**src/rtl/pipe_ctrl_pkg.sv**
```systemverilog
// Shared types and constants for the pipeline hazard/flush controller.
//   ctrl_state_e : controller FSM encoding (RUN/DRAIN/IDLE)
//   STG_*        : bit positions of each stage in the stall/flush vectors
//   redir_cause_e: source selected for the front-end redirect
package pipe_ctrl_pkg;

  typedef enum logic [1:0] {
    ST_RUN   = 2'd0,
    ST_DRAIN = 2'd1,
    ST_IDLE  = 2'd2
  } ctrl_state_e;

  localparam int unsigned STG_IF  = 0;
  localparam int unsigned STG_ID  = 1;
  localparam int unsigned STG_EX  = 2;
  localparam int unsigned STG_MEM = 3;
  localparam int unsigned STG_WB  = 4;

  typedef enum logic [2:0] {
    RC_NONE   = 3'd0,
    RC_EXCEPT = 3'd1,
    RC_ERTN   = 3'd2,
    RC_SEQ    = 3'd3,
    RC_BRANCH = 3'd4
  } redir_cause_e;

  // WB redirect source: exception beats ertn, which beats refetch/idle (pc+4).
  function automatic redir_cause_e wb_cause(input logic except, input logic ertn);
    if (except)    return RC_EXCEPT;
    else if (ertn) return RC_ERTN;
    else           return RC_SEQ;
  endfunction

endpackage

```
**src/rtl/pipe_ctrl.sv**
```systemverilog
// Central hazard and flush controller for the 5-stage pipeline.
// Inputs : WB event flags and PC, CSR eentry/era, interrupt pending,
//          EX branch resolution, load-use hazard, icache/dcache busy.
// Outputs: per-stage stall/flush, single PC redirect (valid + target),
//          FSM state for debug. Outputs are combinational from the
//          registered state and the current inputs.
module pipe_ctrl
  import pipe_ctrl_pkg::*;
#(
  parameter int unsigned ADDR_W = 32,
  parameter int unsigned NSTAGE = 5
) (
  input  logic              clk,
  input  logic              rst,
  input  logic              wb_valid,
  input  logic [ADDR_W-1:0] wb_pc,
  input  logic              wb_except,
  input  logic              wb_ertn,
  input  logic              wb_refetch,
  input  logic              wb_idle,
  input  logic [ADDR_W-1:0] eentry,
  input  logic [ADDR_W-1:0] era,
  input  logic              intr_pending,
  input  logic              ex_valid,
  input  logic              ex_br_mispredict,
  input  logic [ADDR_W-1:0] ex_br_target,
  input  logic              load_use,
  input  logic              icache_busy,
  input  logic              dcache_busy,
  output logic [NSTAGE-1:0] stall,
  output logic [NSTAGE-1:0] flush,
  output logic              redirect_valid,
  output logic [ADDR_W-1:0] redirect_pc,
  output logic [1:0]        ctrl_state
);

  ctrl_state_e  state, state_nxt;
  redir_cause_e cause;
  logic         rst_q;
  logic         wb_evt;

  assign wb_evt     = wb_valid && (wb_except || wb_ertn || wb_refetch || wb_idle);
  assign ctrl_state = state;

  // State register; rst_q stretches the reset output pattern one extra cycle.
  always_ff @(posedge clk) begin
    rst_q <= rst;
    if (rst) state <= ST_RUN;
    else     state <= state_nxt;
  end

  // Next state and stall/flush/redirect-cause decode.
  always_comb begin
    state_nxt = state;
    stall     = '0;
    flush     = '0;
    cause     = RC_NONE;
    if (rst || rst_q) begin
      flush     = '1;
      state_nxt = ST_RUN;
    end else begin
      unique case (state)
        ST_RUN: begin
          if (wb_evt && dcache_busy) begin
            // Hold everything, including WB, until the MEM access retires.
            stall     = '1;
            state_nxt = ST_DRAIN;
          end else if (wb_evt) begin
            flush[STG_WB:STG_ID] = 4'b1111;
            cause                = wb_cause(wb_except, wb_ertn);
            if (wb_idle && !wb_except) state_nxt = ST_IDLE;
          end else if (ex_valid && ex_br_mispredict && !dcache_busy) begin
            flush[STG_EX:STG_ID] = 2'b11;
            cause                = RC_BRANCH;
          end else if (dcache_busy) begin
            stall[STG_MEM:STG_IF] = 4'b1111;
          end else if (load_use) begin
            stall[STG_ID:STG_IF] = 2'b11;
            flush[STG_EX]        = 1'b1;
          end else if (icache_busy) begin
            stall[STG_IF] = 1'b1;
            flush[STG_ID] = 1'b1;
          end
        end
        ST_DRAIN: begin
          if (dcache_busy) begin
            stall = '1;
          end else begin
            // WB fields are still the held event; any mispredict dies in the flush.
            flush[STG_WB:STG_ID] = 4'b1111;
            cause                = wb_cause(wb_except, wb_ertn);
            state_nxt            = (wb_idle && !wb_except) ? ST_IDLE : ST_RUN;
          end
        end
        ST_IDLE: begin
          stall[STG_IF]        = 1'b1;
          flush[STG_WB:STG_ID] = 4'b1111;
          // PC already sits at idle+4, so wake without a redirect.
          if (intr_pending) state_nxt = ST_RUN;
        end
        default: state_nxt = ST_RUN;
      endcase
    end
  end

  // Redirect target select.
  always_comb begin
    redirect_valid = (cause != RC_NONE);
    unique case (cause)
      RC_EXCEPT: redirect_pc = eentry;
      RC_ERTN:   redirect_pc = era;
      RC_SEQ:    redirect_pc = wb_pc + ADDR_W'(4);
      RC_BRANCH: redirect_pc = ex_br_target;
      default:   redirect_pc = '0;
    endcase
  end

endmodule
```
**config.mk**
```make
export PLATFORM = sky130hd
export DESIGN_NAME = pipe_ctrl
export DESIGN_NICKNAME = d
export VERILOG_FILES = /design/src/rtl/pipe_ctrl_pkg.sv /design/src/rtl/pipe_ctrl.sv
export SDC_FILE = /design/constraint.sdc
export NUM_CORES = 1
export LEC_CHECK = 0
export BUFFER_PORTS_ARGS = -buffer_cell sky130_fd_sc_hd__buf_2
export CORE_AREA = 10 10 77 79
export CTS_BUF_LIST = sky130_fd_sc_hd__clkbuf_8
export DETAILED_ROUTE_END_ITERATION = 10
export DIE_AREA = 0 0 87 89
export GPL_ROUTABILITY_DRIVEN = 0
export PLACE_DENSITY_LB_ADDON = 0.3
export SKIP_LAST_GASP = 1
export SYNTH_ARGS = -nofsm -noshare
export SYNTH_HDL_FRONTEND = slang
export SYNTH_SLANG_ARGS = --single-unit
```
**constraint.sdc**
```tcl
create_clock -name clk -period 5.8 [get_ports clk]
set_input_delay 0.87 -clock clk [delete_from_list [all_inputs] [get_ports clk]]
set_output_delay 0.87 -clock clk [all_outputs]
set_load 0.01 [all_outputs]
```
* Yosys cells after proc, flatten, opt, wreduce, memory -nomap -nowiden
Cells that the tools add are included.
** Cells by class
- $add $sub $neg :: 1
- Multiply operators :: 0
- Divide/modulo/power cells :: 0
- Magnitude comparators :: 0
- Equal/unequal tests :: 10
- Shifts and indexed selects :: 0
- Muxes and demuxes :: 39
- Bitwise gates (word level) :: 0
- Reductions and logical operators :: 15
** Operators by type and width (count)
- $pmux W32 S4 :: 1
- $add A32 B3 Y32 const B :: 1
- $mux W2 :: 14
- $mux W4 :: 6
- $mux W3 :: 4
- $pmux W4 S3 :: 1
- $mux W5 :: 2
- $pmux W4 S2 :: 1
- $mux W1 :: 7
- $eq A3 B2 Y1 const B :: 2
- $ne A3 B3 Y1 const B :: 2
- $pmux W2 S3 :: 1
- $pmux W3 S2 :: 1
- $logic_and A1 B1 Y1 :: 5
- $logic_or A1 B1 Y1 :: 4
- $ne A2 B2 Y1 const B :: 2
- $reduce_and A4 Y1 :: 1
- $eq A3 B1 Y1 const B :: 1
- $eq A3 B3 Y1 const B :: 1
- $pmux W1 S3 :: 1
- $reduce_bool A3 Y1 :: 1
- $eq A2 B1 Y1 const B :: 1
- $eq A2 B2 Y1 const B :: 1
- $logic_not A1 Y1 :: 2
- 2 further kinds :: 2
** Storage, ports and cells
- Bits in registers :: 3
- Bits in latches :: 0
- Memory bits (writable) :: 0
- ROM bits :: 0
- Input bits :: 141
- Output and inout port bits :: 45
- Word-level logic and storage cells :: 67
- Memories :: 0

* Longest topological paths before layout
- Depth in word-level cells :: 10
- Depth in mapped cells :: 8
- Gate-level depth less buffers :: 6

* Least setup slack after synthesis
OpenSTA, ideal clock, no wires.
- Path kind :: input-to-output
- Start :: input rst
- End :: output redirect_pc[4]
- Data arrival time :: 2352 ps
- Required time :: 4930 ps
- Setup slack :: 2578 ps
- Stages :: 8
- Path buffers :: 2
- Path through :: nor2_4 > inv_2 > or3_1 > buf_6 > a2111oi_4 > buf_6 > a22oi_1 > o21ai_0
** On the way
- Longest elaborated chain between the ends :: 4
- Elaborated cells between the ends (all ways) :: 7
- Classes of those cells :: 4 x eq/ne; 2 x mux; 1 x reduce/logical
** Ends and longest elaborated chain
- start, declared :: RTL line pipe_ctrl.sv:14 : input logic rst,
- $logic_or A1 B1 Y1 * :: RTL line pipe_ctrl.sv:58 : if (rst || rst_q) begin
- $mux W3 * :: RTL line pipe_ctrl.sv:58
- $eq A3 B3 Y1 (tied with other cells) :: RTL line pipe_ctrl.sv:109 : unique case (cause)
- $pmux W32 S4 * :: RTL line pipe_ctrl.sv:109
- end, declared :: RTL line pipe_ctrl.sv:33 : output logic [ADDR_W-1:0] redirect_pc,
Every way passes the cells marked *; elsewhere a longest branch is shown, timed or not.

* Worst setup path in the final report
- Start :: input rst
- End :: output redirect_pc[18]
Same word-level chain as after synthesis.

==> run_results.csv <==
group,metric,value,unit
clocking,cts_buffer_depth,2,
sta,fin_ws,1.64,ns
drt,ant_nets,0,
grt,grt_use_total,19.0,%
power_and_ir_drop,power_density,80.2,nW/um^2
place,place_ws,1.64,ns
logic_synthesis,muxShareOfSynthArea,0,%
sta,tightest_slew,1.17,ns
sta,fin_worst_skew,0.00191,ns
clocking,clk_pin_slew_worst_paths,0.03,ns
status,status,"completed",
logic_synthesis,yosys-top-cells-area,"a221o_1 13%, xnor2_1 13%, a22o_1 12%",
grt,antenna_found_initial,0,
power_and_ir_drop,p_int,0.127,mW
place,dp_hpwl,6920,um
sta,hold_violations,0,
logic_synthesis,synthAdderAreaFrac,0.800,%
power_and_ir_drop,finalPower,0.201,mW
sta,layout_min_cycle_time,4.16,ns
sta,finalSetupViolations,0,
grt,grt-ovfl-total,0,
logic_synthesis,synth_compound_area_share,41.7,%
logic_synthesis,synth_top_area_share,13.4,%
logic_synthesis,seq_area_frac_synth,3.84,%
critical_path,cp_top_family,"compound AO/OA/AOI/OAI gates",
hold_path,hold_path_class,"register to register",
flow_run,drv_cap,0,
critical_path,max_stage_delay,0.90,ns
critical_path,crit_buf_inv,4,
power_and_ir_drop,power_frac_seq,11.0,%
sta,maxSlewViolCount,0,
logic_synthesis,syn_avg_cell_area,7.31,um^2
power_and_ir_drop,ir_drop,0.0536,mV
logic_synthesis,syn-cell-area,1560,um^2
logic_synthesis,synth_top_family_by_area,"compound AO/OA/AOI/OAI gates",
place,dp_cells,439,
drt,dr.pass1.iters,4,
floorplanning,start_util,34.5,%
logic_synthesis,synth_edf_count,0,
logic_synthesis,synth-simple-area-share,30.2,%
place,portBuffers,185,
grt,grt_max_degree,32,
critical_path,start_kind,"primary input",
clocking,cts_tree,"built",
logic_synthesis,synthCells,214,
logic_synthesis,synthFlopType,"dfxtp_1",
critical_path,critPathKind,"primary input to output pin",
finish,layout_commonest_cell,"buf_2",
power_and_ir_drop,clkPwrFrac,30.1,%
critical_path,crit_path_end_kind,"output pin",
grt,grt_pass1_wl,12300,um
power_and_ir_drop,p_leak,1.31,nW
critical_path,cp_common_cell,"buf_2",
floorplanning,pin_count,186,
floorplanning,die_x,87,um
critical_path,worstPathCellList,"buf_2 -> nor2_4 -> inv_2 -> or3_1 -> a2111oi_4 -> buf_4 -> a221o_1 -> buf_2",
sta,relSlewSlack,22.1,%
clocking,cts_buffers,3,
power_and_ir_drop,p_sw,0.0739,mW
floorplanning,coreArea,4540,um^2
logic_synthesis,synth_xor_area_share,15.7,%
logic_synthesis,yosys.area.top_type,"a221o_1",
floorplanning,die_height,89,um
drt,post-route-drc-count,0,
sta,fmax,240,MHz
power_and_ir_drop,swShare,36.8,%
logic_synthesis,synth_seq_cells,3,
clocking,clkLatencyLatePin,0.22,ns
logic_synthesis,syn_nets,356,
finish,antennaDiodeCount,0,
clocking,cts_root_buffer,"clkbuf_8",
grt,grt_pass1_vias,2684,
clocking,post_cts_buffers,0,
critical_path,required,4.93,ns
drt,vias,2443,
clocking,clock-sinks,3,
drt,routed_wl,8090,um
finish,area_growth,60.5,%
critical_path,critPathSlowestCell,"a2111oi_4",
finish,fin_cells,443,
clocking,post_cts_resized,0,
finish,layout_common_cells,"185 x buf_2, 24 x nand2_1, 24 x xnor2_1, 21 x a22o_1, 21 x a221o_1",
finish,seq_area,60.1,um^2
floorplanning,die_area,7740,um^2
critical_path,crit_fanout,17,
logic_synthesis,yosysUniqueCellTypes,40,
critical_path,arrival,3.29,ns
finish,final_nets,532,
finish,fillers,437,
drt,route.detailed.wl_per_inst,18.3,um
logic_synthesis,synth_async_sr_flop_share,0,%
sta,period_share,71.7,%
finish,multiInputGateArea,1380,um^2
power_and_ir_drop,power_frac_comb,58.9,%
sta,fin_hold_ws,0.621,ns
clocking,h-tree-depth,1,
sta,tns,0,ns
logic_synthesis,ys_warn_count,0,
sta,rsz0062_at_grt,"false",
finish,drive_above_1_share,50.4,%
clocking,hold_buffers,0,
drt,drt_iter0_markers,100,
floorplanning,rows,25,
drt,via_per_inst,5.51,
==> power groups by stage <==
stage | Sequential [mW] | Clock [mW] | Combinational (mW)
6_report | 0.0222 | 0.0605 | 0.119
3_3_place_gp | 0.0224 | 0 | 0.117
2_1_floorplan | 0.0224 | 0 | 0.0464
3_5_place_dp | 0.0224 | 0 | 0.118
5_1_grt | 0.0222 | 0.0630 | 0.131
4_1_cts | 0.0222 | 0.0610 | 0.119
==> sequential cells by signal (all words and copies together), names as in the netlist <==
| register | flops |
|---|---|
| rst_q | 1 |
| ctrl_state | 2 |
==> synthesized netlist by cell type, types with 2 or more instances <==
cell type / number
a21oi_1: 3
a221o_1: 21
a222oi_1: 7
a22o_1: 21
a22oi_1: 7
a31oi_1: 2
and2_1: 4
and3_1: 5
and4_1: 3
buf_2: 5
buf_4: 2
buf_6: 4
clkbuf_1: 4
dfxtp_1: 3
inv_1: 5
nand2_1: 24
nand3_1: 12
nand4_1: 13
nor2_1: 12
nor3_1: 5
nor3_4: 2
nor4_1: 3
o21ai_0: 3
o311ai_0: 2
xnor2_1: 24
xor2_1: 4
==> path summary, 6_finish.rpt <==
kind              slack (ns)  depth (start not counted)                          to                       start
setup / recovery        1.64                          8             redirect_pc[18]                         rst
hold / removal          0.62                          3  ctrl_state[1]$_SDFFE_PP0P_               rst_q$_DFF_P_
setup reg to reg        4.64                          4  ctrl_state[1]$_SDFFE_PP0P_  ctrl_state[0]$_SDFFE_PP0P_
hold reg to reg         0.62                          3  ctrl_state[1]$_SDFFE_PP0P_               rst_q$_DFF_P_
==> through the flow <==
step	instance area (um^2)	util, %
final	2510	55.3
after global routing	2510	55.3
after CTS	2510	55.3
after detailed placement	2460	54.3
after global placement	2460	54.3
after floorplan	1560	-
==> worst register-to-register path, stage by stage, from the launching register on <==
cell and delay, ns:
dfxtp_1 0.33, nor2_1 0.33, nor3_1 0.11, a31oi_1 0.22, nor2_1 0.05
==> cell families (layout without fill, tap and decap cells) <==
family	Yosys count	in the layout
AOI/OAI and AO/OA	73	73
xor gates and xnor gates	28	28
adders and majority gates	1	1
buffers and inverters	21	196
and+or+nand+nor	88	88
DFF	3	3
==> final cells by class <==
cell class / count / area share [%]
well taps: 54 / 2.69
repair buffers: 186 / 37.2
clock buffers: 3 / 1.65
multi-input cells: 190 / 55.0
inverters: 6 / 0.897
clock inverters: 1 / 0.150
flip-flops and latches: 3 / 2.39
==> layer usage <==
metal | vias to the layer above | track usage (%) | part of all wire [%]
met5 | - | 0 | 0
met4 | 0 | 3.39 | 0.73
met3 | 6 | 7.66 | 12
met2 | 123 | 35.8 | 51
met1 | 1097 | 19.2 | 36
li1 | 1217 | - | -
Note: power is estimated with default switching activity, not from simulation.
